[src/rtl/load_store_unit.sv]
//==============================================================================
// Module      : load_store_unit
// Description : Single-outstanding load/store unit bridging the execute stage
//               to a request/grant/rvalid memory bus.
// Revision    : 1.0 - initial release
//==============================================================================
`default_nettype none

module load_store_unit #(
    parameter int DATA_WIDTH = 32
) (
    input  logic                  clk,
    input  logic                  rst,
    input  logic                  req_valid,
    output logic                  req_ready,
    input  logic                  mem_read,
    input  logic                  mem_write,
    input  logic [1:0]            mem_size,
    input  logic                  mem_unsigned,
    input  logic [31:0]           addr,
    input  logic [DATA_WIDTH-1:0] wdata,
    input  logic [4:0]            rd,
    input  logic                  flush,
    output logic                  bus_req,
    output logic                  bus_we,
    output logic [31:0]           bus_addr,
    output logic [3:0]            bus_be,
    output logic [DATA_WIDTH-1:0] bus_wdata,
    input  logic                  bus_gnt,
    input  logic                  bus_rvalid,
    input  logic [DATA_WIDTH-1:0] bus_rdata,
    output logic                  resp_valid,
    output logic                  resp_err,
    output logic [DATA_WIDTH-1:0] resp_data,
    output logic [4:0]            resp_rd,
    output logic                  resp_is_load
);

    typedef enum logic [2:0] {
        S_IDLE  = 3'd0,
        S_REQ   = 3'd1,
        S_WAIT  = 3'd2,
        S_DRAIN = 3'd3,
        S_RESP  = 3'd4
    } state_t;

    state_t                  r_state;
    logic [1:0]              r_size;
    logic [1:0]              r_lane;
    logic                    r_unsigned;
    logic                    r_is_load;
    logic                    r_resp_valid;

    logic                    w_accept;
    logic                    w_err;
    logic [3:0]              w_be;
    logic [DATA_WIDTH-1:0]   w_wdata;
    logic [7:0]              w_byte;
    logic [15:0]             w_half;
    logic [DATA_WIDTH-1:0]   w_load_data;

    assign req_ready  = (r_state == S_IDLE);
    // A flush in the response cycle kills the already-registered pulse.
    assign resp_valid = r_resp_valid & ~flush;

    assign w_accept = req_valid & (mem_read | mem_write) & ~flush & (r_state == S_IDLE);
    assign w_err    = (mem_read & mem_write)
                    | ((mem_size == 2'b01) & addr[0])
                    | (mem_size[1] & (addr[1:0] != 2'b00));

    always_comb begin
        w_be    = 4'b1111;
        w_wdata = wdata;
        case (mem_size)
            2'b00: begin
                w_be    = 4'b0001 << addr[1:0];
                w_wdata = {4{wdata[7:0]}};
            end
            2'b01: begin
                w_be    = 4'b0011 << {addr[1], 1'b0};
                w_wdata = {2{wdata[15:0]}};
            end
            default: begin
                w_be    = 4'b1111;
                w_wdata = wdata;
            end
        endcase
    end

    always_comb begin
        w_byte = bus_rdata[7:0];
        case (r_lane)
            2'd0:    w_byte = bus_rdata[7:0];
            2'd1:    w_byte = bus_rdata[15:8];
            2'd2:    w_byte = bus_rdata[23:16];
            default: w_byte = bus_rdata[31:24];
        endcase
        w_half = r_lane[1] ? bus_rdata[31:16] : bus_rdata[15:0];
        case (r_size)
            2'b00:   w_load_data = {{24{~r_unsigned & w_byte[7]}}, w_byte};
            2'b01:   w_load_data = {{16{~r_unsigned & w_half[15]}}, w_half};
            default: w_load_data = bus_rdata;
        endcase
    end

    always_ff @(posedge clk or posedge rst) begin
        if (rst) begin
            r_state      <= S_IDLE;
            r_size       <= 2'b00;
            r_lane       <= 2'b00;
            r_unsigned   <= 1'b0;
            r_is_load    <= 1'b0;
            r_resp_valid <= 1'b0;
            bus_req      <= 1'b0;
            bus_we       <= 1'b0;
            bus_be       <= 4'b0000;
            bus_addr     <= 32'd0;
            bus_wdata    <= '0;
            resp_err     <= 1'b0;
            resp_data    <= '0;
            resp_rd      <= 5'd0;
            resp_is_load <= 1'b0;
        end else begin
            case (r_state)
                S_IDLE: begin
                    if (w_accept) begin
                        r_size     <= mem_size;
                        r_lane     <= addr[1:0];
                        r_unsigned <= mem_unsigned;
                        r_is_load  <= mem_read;
                        resp_rd    <= rd;
                        if (w_err) begin
                            resp_err     <= 1'b1;
                            resp_data    <= '0;
                            resp_is_load <= 1'b0;
                            r_resp_valid <= 1'b1;
                            r_state      <= S_RESP;
                        end else begin
                            bus_req   <= 1'b1;
                            bus_we    <= mem_write;
                            bus_be    <= w_be;
                            bus_addr  <= {addr[31:2], 2'b00};
                            bus_wdata <= w_wdata;
                            r_state   <= S_REQ;
                        end
                    end
                end
                S_REQ: begin
                    if (bus_gnt || flush) begin
                        bus_req <= 1'b0;
                        bus_we  <= 1'b0;
                        bus_be  <= 4'b0000;
                    end
                    // A granted access has been issued even if flushed: a load
                    // must still swallow its read data.
                    if (bus_gnt) begin
                        if (r_is_load) begin
                            r_state <= flush ? S_DRAIN : S_WAIT;
                        end else if (flush) begin
                            r_state <= S_IDLE;
                        end else begin
                            resp_err     <= 1'b0;
                            resp_data    <= '0;
                            resp_is_load <= 1'b0;
                            r_resp_valid <= 1'b1;
                            r_state      <= S_RESP;
                        end
                    end else if (flush) begin
                        r_state <= S_IDLE;
                    end
                end
                S_WAIT: begin
                    // Data arriving with the flush is the data DRAIN would wait for.
                    if (bus_rvalid) begin
                        if (flush) begin
                            r_state <= S_IDLE;
                        end else begin
                            resp_err     <= 1'b0;
                            resp_data    <= w_load_data;
                            resp_is_load <= 1'b1;
                            r_resp_valid <= 1'b1;
                            r_state      <= S_RESP;
                        end
                    end else if (flush) begin
                        r_state <= S_DRAIN;
                    end
                end
                S_DRAIN: begin
                    if (bus_rvalid) begin
                        r_state <= S_IDLE;
                    end
                end
                S_RESP: begin
                    r_resp_valid <= 1'b0;
                    r_state      <= S_IDLE;
                end
                default: begin
                    r_resp_valid <= 1'b0;
                    r_state      <= S_IDLE;
                end
            endcase
        end
    end

endmodule

`default_nettype wire

[config.mk]
export PLATFORM = sky130hd
export DESIGN_NAME = load_store_unit
export DESIGN_NICKNAME = d
export VERILOG_FILES = /design/src/rtl/load_store_unit.sv
export SDC_FILE = /design/constraint.sdc
export NUM_CORES = 1
export LEC_CHECK = 0
export CAP_MARGIN = 20
export CORE_ASPECT_RATIO = 0.8
export CORE_UTILIZATION = 30
export CTS_CLUSTER_SIZE = 24
export DETAILED_ROUTE_END_ITERATION = 16
export DONT_BUFFER_PORTS = 1
export PLACE_DENSITY_LB_ADDON = 0.15
export SLEW_MARGIN = 5
export SYNTH_ARGS = -nofsm -noshare
export SYNTH_HDL_FRONTEND = slang
export SYNTH_SLANG_ARGS = --single-unit
[constraint.sdc]
create_clock -name clk -period 5.2 [get_ports clk]
set_input_delay 1.3 -clock clk [delete_from_list [all_inputs] [get_ports clk]]
set_output_delay 1.3 -clock clk [all_outputs]
set_load 0.05 [all_outputs]
Word-level counts from Yosys, hierarchy flattened
Index checks and enable logic that the tools add are counted.
{"block": "classes", "eq_ne": 19, "shift": 2, "mux": 55, "bitwise_logic": 16, "reduce_logical": 15}
{"operator": "two-way mux 32 bit", "count": 7}
{"operator": "one-hot mux 32 bit (2 select lines)", "count": 2}
{"operator": "one-hot mux 32 bit (3 select lines)", "count": 1}
{"operator": "two-way mux 3 bit", "count": 9}
{"operator": "one-hot mux 8 bit (3 select lines)", "count": 1}
{"operator": "two-way mux 1 bit", "count": 23}
{"operator": "two-way mux 16 bit", "count": 1}
{"operator": "!= test 2 bit (second input constant)", "count": 8}
{"operator": "one-hot mux 4 bit (2 select lines)", "count": 2}
{"operator": "two-way mux 4 bit", "count": 3}
{"operator": "one-hot mux 3 bit (4 select lines)", "count": 1}
{"operator": "AND reduction 6 bit", "count": 2}
{"operator": "AND 1 bit", "count": 9}
{"operator": "AND reduction 4 bit", "count": 2}
{"operator": "AND reduction 8 bit", "count": 1}
{"operator": "equality test 2 x 1 -> 1 bit (second input constant)", "count": 3}
{"operator": "equality test 3 x 2 -> 1 bit (second input constant)", "count": 2}
{"operator": "logical NOT 2 bit", "count": 3}
{"operator": "!= test 3 bit (second input constant)", "count": 2}
{"operator": "one-hot mux 1 bit (3 select lines)", "count": 2}
{"operator": "!= test 2 x 1 -> 1 bit (second input constant)", "count": 2}
{"operator": "inverter 1 bit", "count": 4}
{"operator": "one-hot mux 1 bit (2 select lines)", "count": 2}
{"operator": "one-hot mux 1 bit (4 select lines)", "count": 1}
{"operator": "other kinds (11)", "count": 14}
{"block": "totals", "ff_bits": 117, "in_bits": 112, "output_inout_bits": 111, "elab_cells": 122}

Depth between registers and ports, before layout
{"block": "logic_depth", "depth_word": 7, "ltp_mapped": 8, "depth_no_buf": 5}

Least setup slack after synthesis
Ideal clock, no wire load.
{"block": "synth_timing", "kind": "input to output", "start": "input port flush", "end": "output port resp_valid", "arrival_time_ps": 2167, "required_time_ps": 3900, "path_slack_ps": 1733, "cell_stages": 2, "n_path_buf": 1, "path_cell_list": "clkbuf_1 -> nor2_1"}
{"block": "synth_via", "elab_chain_len": 2}
{"element": "start: declaration", "line_no": "23", "source": "input logic flush,"}
{"element": "inverter 1 bit", "line_no": "64", "source": "assign resp_valid = r_resp_valid & ~flush;"}
{"element": "AND 1 bit", "line_no": "64"}
{"element": "end: declaration", "line_no": "32", "source": "output logic resp_valid,"}
No other way between the ends.

Worst setup path in the final report
Same ends and word-level chain as after synthesis.

==> metrics.cfg <==
[floorplan]
die_h_um = 125.4
core_region_area_um2 = 18390
std_cell_rows = 44
chipWidth_um = 156.2
io_pins = 223
start_util_pct = 31.04
die_area_um2 = 19590

[outcome]
outcome = completed

[place]
dp.final_hpwl_mm = 10.55
port-buffer-count = 0
gp_congestion = 0.8110

[synthesis]
async_flop_share_pct = 100.0
yosysWarnings = 0
ys_ff_latch = 117
yosysTopAreaCellShare_pct = 51.29
synth_flop_cell = dfrtp_1
syn_area_per_cell_um2 = 11.77
syn_area_um2 = 5708
synth_top_area_cell = dfrtp_1
syn_inst = 485
seq_area_frac_synth_pct = 51.29
synth.area.top_cells = dfrtp_1 (51%), mux2_4 (10%), o2bb2ai_1 (5.2%)
synth_edf_count = 0
synth_cell_types = 43

[routing]
wl_per_cell_um = 20.65
dr.pass1.iters = 4
via_per_inst = 5.138
drc = 0
routed_wl_mm = 15.28
ant_nets = 0
dr_total_vias = 3802
drt_iter0_markers = 287

[finish]
multi_input_area_um2 = 2499
mostFrequentLayoutCells = dfrtp_1 (117), mux2_4 (38), nand2_1 (37), o2bb2ai_1 (34), o21ai_0 (29)
seq_area_um2 = 2928
layout.nets = 586
num_antenna_cells = 0
layout.filler_cells = 1849
drive_gt1_share_pct = 21.15
final_common_cell = dfrtp_1
final_core_util_pct = 35.44
syn_to_final_growth_pct = 14.16

[setup_path]
cpLargestDelayFamily = simple AND/OR/NAND/NOR gates
crit_required_ns = 3.90
worstPathCellList = nor2_1
crit_path_end_kind = output pin
critPathSlowestCell = nor2_1
worstPathArrival_ns = 1.96
critPathMaxFanout = 9
max_stage_delay_ns = 0.66
critPathKind = in2out
cp.buffers_inverters = 0
startpoint_type = input pin

[cts]
ctsHoldBuffers = 0
clk_pin_slew_ns = 0.05
tritoncts = yes
clock_path_buffers = 2
cts_htree_levels = 4
clkLatencyLatePin_ns = 0.42
cts_sinks = 117
clockRootBuffer = clkbuf_16
cts_made_buffers = 17
post_cts_resized = 0
post_cts.repair.setup_buffers = 0

[power]
peakVddDrop_v = 0.0003173
p_per_area_nw_per_um2 = 734.2
cellLeakagePower_nw = 2.958

[timing]
finalHoldViolCount = 0
fin_setup_tns_ns = 0
worst_slew_pin_slew_ns = 0.9590
skew_ns = 0.01002
period_minus_slack_ns = 3.261
fmax_mhz = 306.7
rsz0062_at_grt = false
slew_violations = 0
setup_viol = 0
post-route-period-util_pct = 62.71
slew_headroom_pct = 35.83

[grt]
gr-usage-met3_pct = 7.522
met1_usage_pct = 19.64
grt_use_met2_pct = 25.13
grt_pass1_wl_mm = 23.93
busiest_layer = met2
gr-usage-all-layers_pct = 16.17
grt_pass1_vias = 4116
antenna_found_initial = 0
grt_max_degree = 49
grt.overflow.total = 0

[worst_hold_path]
holdCritPathClass = reg2reg

[job]
max-cap-violations = 0

## logic make-up after synthesis
| group | Yosys count | share of synthesized area (%) |
|---|---|---|
| AOI/OAI and AO/OA | 125 | 15.76 |
| buffers and inverters | 63 | 4.998 |
| DFF | 117 | 51.29 |
| muxes | 82 | 19.49 |
| other | 1 | 0.06570 |
| and+or+nand+nor | 97 | 8.395 |
## Yosys cell counts, types with 2 or more instances
master,number
dfrtp_1,117
mux2_4,38
nand2_1,37
o2bb2ai_1,34
o21ai_0,29
mux2i_1,26
clkbuf_1,24
inv_1,23
nor2_1,21
nor2b_1,18
a21oi_1,15
mux2_2,11
a221oi_1,10
nor3_1,8
o22ai_1,8
a221o_1,7
mux4_2,7
o21ai_1,7
buf_2,6
a22o_1,4
buf_6,4
nand2b_1,4
buf_1,3
buf_4,3
o21bai_1,2
or4_1,2
## path summary, 6_finish.rpt
kind / start / endpoint / slack [ns] / depth (start not counted)
max in group asynchronous: rst / bus_wdata[1] / 3.54 / 2
min in group asynchronous: rst / bus_addr[28] / 0.72 / 1
worst max register to register: r_state[1] / bus_addr[24] / 2.72 / 5
worst min-delay path: r_resp_valid / r_resp_valid / 0.51 / 2
worst min register to register: r_resp_valid / r_resp_valid / 0.51 / 2
worst max-delay path: flush / resp_valid / 1.94 / 1
## report_power, final
part	switching (mW)	internal, mW	total, mW
Combinational	0.403	0.497	0.899
Sequential	1.43	1.22	2.65
Clock	0.460	0.774	1.23
## registers in the layout, summed over array words and instances (netlist names)
name,count
resp_is_load,1
r_lane,2
bus_be,4
r_state,3
r_size,2
bus_we,1
r_unsigned,1
bus_wdata,32
r_resp_valid,1
r_is_load,1
resp_err,1
bus_req,1
bus_addr,30
resp_data,32
resp_rd,5
## cell type report
type | instances | share of cell area, %
clock inverter | 13 | 2.669
tap | 253 | 4.858
sequential | 117 | 44.93
timing repair buffer | 9 | 1.037
multi-input combinational | 306 | 38.34
inverter | 23 | 1.363
clock buffer | 19 | 6.797
## through the flow
stage / total power, mW / setup WS (ns) / hold slack, ns / instances / cell area, µm²
after floorplan: 3.353 / 0.7992 / 0.4807 / 486 / 5712
after global placement: 3.562 / 1.928 / 0.5029 / 708 / 5899
after detailed placement: 3.581 / 1.935 / 0.5028 / 708 / 5899
after CTS: 4.835 / 1.935 / 0.5157 / 740 / 6516
after global routing: 5.004 / 1.918 / 0.5646 / 740 / 6516
final: 4.784 / 1.939 / 0.5097 / 740 / 6516
## per-layer routing
layer	vias to the layer above	part of all wire, %
li1	1733	-
met1	1864	42
met2	191	45
met3	14	12
met4	0	1.2
met5	-	0
Note: power is estimated with default switching activity, not from simulation.
